$ cat config.mk
export PLATFORM = sky130hd
export DESIGN_NAME = bcd_conv_arbiter
export DESIGN_NICKNAME = d
export VERILOG_FILES = /design/src/rtl/bcd_arb_pkg.sv /design/src/rtl/bcd_conv_arbiter_rr_pick.sv /design/src/rtl/bcd_conv_arbiter.sv
export SDC_FILE = /design/constraint.sdc
export NUM_CORES = 1
export LEC_CHECK = 0
export CAP_MARGIN = 40
export CORE_ASPECT_RATIO = 1.5
export CORE_MARGIN = 4
export CORE_UTILIZATION = 43
export DETAILED_ROUTE_END_ITERATION = 8
export PLACE_DENSITY = 0.79
export RECOVER_POWER = 100
export SLEW_MARGIN = 20
export SYNTH_ARGS = -nofsm -noshare
export SYNTH_HDL_FRONTEND = slang
export SYNTH_SLANG_ARGS = --single-unit
$ cat constraint.sdc
create_clock -name i_Clock -period 1.9 [get_ports i_Clock]
set_clock_uncertainty 0.15 [all_clocks]
set_input_delay 0.57 -clock i_Clock [delete_from_list [all_inputs] [get_ports i_Clock]]
set_output_delay 0.57 -clock i_Clock [all_outputs]
set_load 0.01 [all_outputs]
$ cat src/rtl/bcd_arb_pkg.sv
// Shared types and width helpers for the BCD converter arbiter.
package bcd_arb_pkg;

    // Arbiter sequencing states.
    typedef enum logic [2:0] {
        ST_IDLE  = 3'd0,
        ST_START = 3'd1,
        ST_WAIT  = 3'd2,
        ST_DONE  = 3'd3,
        ST_FAIL  = 3'd4
    } arb_state_e;

    // Default timeout; the timer width is derived from it.
    localparam int DEFAULT_TIMEOUT_CYCLES = 64;
    localparam int DEFAULT_TIMER_W        = $clog2(DEFAULT_TIMEOUT_CYCLES);

    // Bits needed to hold an index 0..n-1 (at least one bit).
    function automatic int idx_width(input int n);
        if (n > 1) begin
            return $clog2(n);
        end else begin
            return 1;
        end
    endfunction

    // Bits needed for a timer that counts 0..timeout_cycles-1.
    function automatic int timer_width(input int timeout_cycles);
        return idx_width(timeout_cycles);
    endfunction

endpackage

$ cat src/rtl/bcd_conv_arbiter_rr_pick.sv
// Combinational round-robin picker: first set request at or above ptr,
// wrapping modulo NUM_REQ.
module rr_pick
    import bcd_arb_pkg::*;
#(
    parameter int NUM_REQ = 4,
    parameter int IDX_W   = idx_width(NUM_REQ)
) (
    input  logic [NUM_REQ-1:0] req,
    input  logic [IDX_W-1:0]   ptr,
    output logic               valid,
    output logic [IDX_W-1:0]   idx
);

    int cand_s;

    // Scan requests starting at the pointer; the first hit wins.
    always_comb begin
        valid  = 1'b0;
        idx    = '0;
        cand_s = 0;
        for (int i = 0; i < NUM_REQ; i++) begin
            cand_s = (int'(ptr) + i) % NUM_REQ;
            if (!valid && req[IDX_W'(cand_s)]) begin
                valid = 1'b1;
                idx   = IDX_W'(cand_s);
            end else begin
                valid = valid;
            end
        end
    end

endmodule

$ cat src/rtl/bcd_conv_arbiter.sv
// Round-robin arbiter sharing one binary-to-BCD converter between
// NUM_REQ requesters, with a watchdog that aborts stuck conversions.
module bcd_conv_arbiter
    import bcd_arb_pkg::*;
#(
    parameter int NUM_REQ        = 4,
    parameter int INPUT_WIDTH    = 8,
    parameter int DECIMAL_DIGITS = 3,
    parameter int TIMEOUT_CYCLES = DEFAULT_TIMEOUT_CYCLES
) (
    input  logic                          i_Clock,
    input  logic                          i_Rst_L,
    input  logic [NUM_REQ-1:0]            i_Req,
    input  logic [NUM_REQ*INPUT_WIDTH-1:0] i_Binary,
    output logic [NUM_REQ-1:0]            o_Ack,
    output logic [NUM_REQ-1:0]            o_Err,
    output logic [DECIMAL_DIGITS*4-1:0]   o_BCD,
    output logic                          o_Busy,
    output logic                          o_Conv_Start,
    output logic [INPUT_WIDTH-1:0]        o_Conv_Binary,
    input  logic [DECIMAL_DIGITS*4-1:0]   i_Conv_BCD,
    input  logic                          i_Conv_DV
);

    localparam int IDX_W   = idx_width(NUM_REQ);
    localparam int TIMER_W = timer_width(TIMEOUT_CYCLES);
    localparam logic [NUM_REQ-1:0] ONE_HOT_BASE = {{(NUM_REQ-1){1'b0}}, 1'b1};
    localparam logic [IDX_W-1:0]   LAST_IDX     = IDX_W'(NUM_REQ - 1);
    localparam logic [TIMER_W-1:0] TIMER_LAST   = TIMER_W'(TIMEOUT_CYCLES - 1);

    arb_state_e                  state_r, state_s;
    logic [IDX_W-1:0]            ptr_r, ptr_s;
    logic [IDX_W-1:0]            idx_r, idx_s;
    logic [TIMER_W-1:0]          timer_r, timer_s;
    logic [INPUT_WIDTH-1:0]      conv_binary_r, conv_binary_s;
    logic [DECIMAL_DIGITS*4-1:0] bcd_r, bcd_s;
    logic [NUM_REQ-1:0]          ack_r, ack_s;
    logic [NUM_REQ-1:0]          err_r, err_s;
    logic                        start_r, start_s;
    logic                        busy_r, busy_s;

    logic                        pick_valid_s;
    logic [IDX_W-1:0]            pick_idx_s;

    rr_pick #(
        .NUM_REQ (NUM_REQ),
        .IDX_W   (IDX_W)
    ) u_rr_pick (
        .req   (i_Req),
        .ptr   (ptr_r),
        .valid (pick_valid_s),
        .idx   (pick_idx_s)
    );

    // Next-state and next-output decode; every output is registered below.
    always_comb begin
        state_s       = state_r;
        ptr_s         = ptr_r;
        idx_s         = idx_r;
        timer_s       = timer_r;
        conv_binary_s = conv_binary_r;
        bcd_s         = bcd_r;
        ack_s         = '0;
        err_s         = '0;
        start_s       = 1'b0;
        case (state_r)
            ST_IDLE: begin
                if (pick_valid_s) begin
                    idx_s         = pick_idx_s;
                    conv_binary_s = i_Binary[pick_idx_s*INPUT_WIDTH +: INPUT_WIDTH];
                    start_s       = 1'b1;
                    state_s       = ST_START;
                end else begin
                    state_s = ST_IDLE;
                end
            end
            ST_START: begin
                timer_s = '0;
                state_s = ST_WAIT;
            end
            ST_WAIT: begin
                timer_s = timer_r + TIMER_W'(1);
                // A valid result takes priority over a same-cycle timeout.
                if (i_Conv_DV) begin
                    bcd_s   = i_Conv_BCD;
                    ack_s   = ONE_HOT_BASE << idx_r;
                    state_s = ST_DONE;
                end else if (timer_r == TIMER_LAST) begin
                    err_s   = ONE_HOT_BASE << idx_r;
                    state_s = ST_FAIL;
                end else begin
                    state_s = ST_WAIT;
                end
            end
            ST_DONE, ST_FAIL: begin
                if (idx_r == LAST_IDX) begin
                    ptr_s = '0;
                end else begin
                    ptr_s = idx_r + IDX_W'(1);
                end
                state_s = ST_IDLE;
            end
            default: begin
                state_s = ST_IDLE;
            end
        endcase
        busy_s = (state_s != ST_IDLE);
    end

    // State and output registers; async reset clears everything, including
    // any pending pulse.
    always_ff @(posedge i_Clock or negedge i_Rst_L) begin
        if (!i_Rst_L) begin
            state_r       <= ST_IDLE;
            ptr_r         <= '0;
            idx_r         <= '0;
            timer_r       <= '0;
            conv_binary_r <= '0;
            bcd_r         <= '0;
            ack_r         <= '0;
            err_r         <= '0;
            start_r       <= 1'b0;
            busy_r        <= 1'b0;
        end else begin
            state_r       <= state_s;
            ptr_r         <= ptr_s;
            idx_r         <= idx_s;
            timer_r       <= timer_s;
            conv_binary_r <= conv_binary_s;
            bcd_r         <= bcd_s;
            ack_r         <= ack_s;
            err_r         <= err_s;
            start_r       <= start_s;
            busy_r        <= busy_s;
        end
    end

    assign o_Ack         = ack_r;
    assign o_Err         = err_r;
    assign o_BCD         = bcd_r;
    assign o_Busy        = busy_r;
    assign o_Conv_Start  = start_r;
    assign o_Conv_Binary = conv_binary_r;

endmodule

==> impl_results.md <==
* Top post-synthesis cells by area: dfrtp_1, mux2i_1, mux2_2
* Post-Syn Nets at roughly 230
* CTS tree: yes
* DRC at 0
* Number of global-route vias before repair at between 1500 and 2000
* Post-layout util at a little over two thirds
* Count of final hold-check violations at 0
* Routed vias at roughly 1700
* CORE AREA at 4620 µm²
* Die ar. at approximately 6000 µm²
* Max stage delay on crit path at between 500 and 600 ps
* Cell Pwr Density at 1340 nW/µm²
* CP top delay family: buffers and inverters
* Post-route ant nets at 0
* Number of synthesized flops with an enable pin at 0
* Worst r2r path cells at 6
* Buf+Inv Stages, Crit Path at 1
* Worst-path cell chain: clkdlybuf4s50_1
* Drt pass-1 iters at 4
* Clk_lat worst skew at between 200 and 300 ps
* Initial antenna violation count at 0
* Max-slew headroom at 35.5%
* Fin crit period at around 1900 ps
* Sink Count at 43
* Congestion Overflow GR at 0
* Critical path origin: o_Conv_Start
* Routed len/inst at 14.8 µm
* Cell taking the most area after synthesis: dfrtp_1
* Via-per-instance ratio at 5.09
* Row count at 30
* Root Driver: clkbuf_8
* RR Startpoint: ptr_r[0]
* Mapped Area at 2080 µm²
* Slew @ Worst Pin at slightly below 1000 ps
* Max-Cap Viols at 0
* Status: finished clean
* Die width at 64.7 µm
* Critical Path End Type: primary output
* Unique masters post-synth at 43
* CP max-delay cell: clkdlybuf4s50_1
* Reg2reg end: o_Conv_Binary[2]
* CP Launch Type: register
* Drt total wl at between 5000 and 6000 µm
* Hold Crit Class: primary input to asynchronous set/reset pin
* Ys async rst share at 100%
* Final period util at slightly below 100%
* Ports at just over 80
* LEAKAGE at ~1.5 nW
* Post-synthesis register bit count at 43
* H-tree depth at 2
* Max-slew violation count at 0
* Worst endpoint required time at between 1000 and 1500 ps
* CP max FO at 1
* Port bufs at 80
* Synth-to-Final Area Change at 54.9%
* Arr. time, crit path at about 1100 ps
* Main synth FF type: dfrtp_1
* Clk slew on worst S/H paths at ~90 ps
* R2r setup slk at 80 ps
* Routability Congestion at around 0.8
* Yosys warns at 0
* Post-Syn Area per Cell at around 12 µm²
* Layout Cells excl Fill at between 300 and 400
* Die Span Y at ~93 µm
* N_diodes at 0
* Starting Density at between 40% and 50%
* Gr usage total at roughly 17%
* Post-layout nets at between 300 and 400
* Iter 0 DRT Violations at between 60 and 70
* Setup violators final at 0
* DPL Wire Length at 3820 µm
* Hold_ws at roughly 250 ps
* First-pass GRT wire length at ~8100 µm
* Critical path class: register to primary output
* Largest net degree at the start of global routing at 29
* Layout cells sized above 1 at 19.2%
* Hold buffer count at cts at 0
* Syn Inst Count at 175
* Synth top area share at 51.8%
* FMAX at approximately 0.54 GHz
* RSZ-0062 raised after global routing: no
* Sequential element share of the synthesized area at around half
* IR drop worst, VDD at 0.000732 V
* Clock buffer depth at 2
* Cells after DPL at around 330
* Total CTS buffers at 5
## final cells by class
cell class / count / area (µm²)
Sequential cell: 43 / 1080
Tap cell: 64 / 80.1
Fill cell: 372 / 1400
Timing Repair Buffer: 101 / 971
Multi-Input combinational cell: 118 / 950
Inverter: 6 / 22.5
Clock buffer: 5 / 68.8
Clock inverter: 3 / 46.3
## worst max-delay path by stage
stage / to / slack, ps / depth (start not counted)
6_report: o_Conv_Start / 40 / 1
5_1_grt: o_Conv_Binary[2] / 6 / 6
4_1_cts: o_BCD[10] / 0.07 / 1
3_5_place_dp: o_Conv_Binary[2] / -710 / 6
3_3_place_gp: o_Conv_Binary[6] / -670 / 6
2_1_floorplan: o_Conv_Binary[6] / 30 / 6
## layout by cell type (no fill, tap or decap), drive strengths merged, types with 3 or more instances in the layout
master         instances
ha                     5
o221ai                 8
dfrtp                 43
and3                   9
nor3                   3
and2                   3
nor2                   5
buf                   16
clkdlybuf4s25         12
clkbuf                13
o21ai                 10
dlygate4sd2           19
mux2                  12
a22o                   5
nand2                 19
clkdlybuf4s50         46
mux2i                 16
inv                    7
## logic make-up (layout without fill, tap and decap cells)
logic type / Yosys count / in the layout / share of synthesized area (%)
adders and majority gates: 5 / 5 / 3.01
muxes: 28 / 28 / 14.2
DFF: 43 / 43 / 51.8
buffers and inverters: 14 / 115 / 3.80
AOI/OAI and AO/OA: 35 / 35 / 14.4
and+or+nand+nor: 50 / 50 / 12.7
## through the flow
| stage | cell area (µm²) | worst slack (ps) | TNS, ps | power [mW] |
|---|---|---|---|---|
| floorplan | 2080 | 34.0 | 0 | 2.67 |
| global placement | 3070 | -669 | -8850 | 3.59 |
| detailed placement | 3070 | -714 | -9510 | 3.64 |
| CTS | 3240 | 0.0694 | 0 | 4.39 |
| global route | 3210 | 6.03 | 0 | 4.60 |
| finish | 3210 | 36.8 | 0 | 4.29 |
## registers in the layout, indices dropped and copies added (netlist names)
signal / flops
o_BCD: 12
o_Busy: 1
o_Ack: 4
state_r: 3
idx_r: 2
timer_r: 6
o_Err: 4
ptr_r: 2
o_Conv_Binary: 8
o_Conv_Start: 1
## synth_stat cells, types with 2 or more instances
cell      number
ha_1           5
inv_1          5
mux2_2         9
and2_1         3
o21ai_0        7
nand3_1        2
nand2_1       19
buf_2          3
a21oi_1        2
and3_1         9
mux2i_1       16
nand4_1        2
nor3_2         2
and2b_1        2
o21ai_1        2
nor2_1         5
a22oi_1        2
a22o_2         2
mux2_1         3
o221ai_1       7
a22o_1         3
clkbuf_1       2
dfrtp_1       43
## timing repair
item	4_1_cts	5_1_grt
gates resized for setup	28	18
buffers inserted	2	0
pin swaps	5	4
gates cloned	1	0
endpoints found under the setup margin	28	21
## report_power, final
part | switching [mW] | internal [mW] | total (mW)
Sequential | 0.234 | 1.25 | 1.49
Clock | 0.318 | 0.396 | 0.714
Combinational | 0.975 | 1.12 | 2.09
## metal layers
| metal | vias up | track usage (%) | wire (µm) |
|---|---|---|---|
| met5 | - | 0 | 0 |
| met4 | 0 | 5.82 | 46 |
| met3 | 2 | 3.73 | 213 |
| met2 | 50 | 30.8 | 2750 |
| met1 | 836 | 19.8 | 2020 |
| li1 | 843 | - | - |
Power figures use the tool's default switching activity.
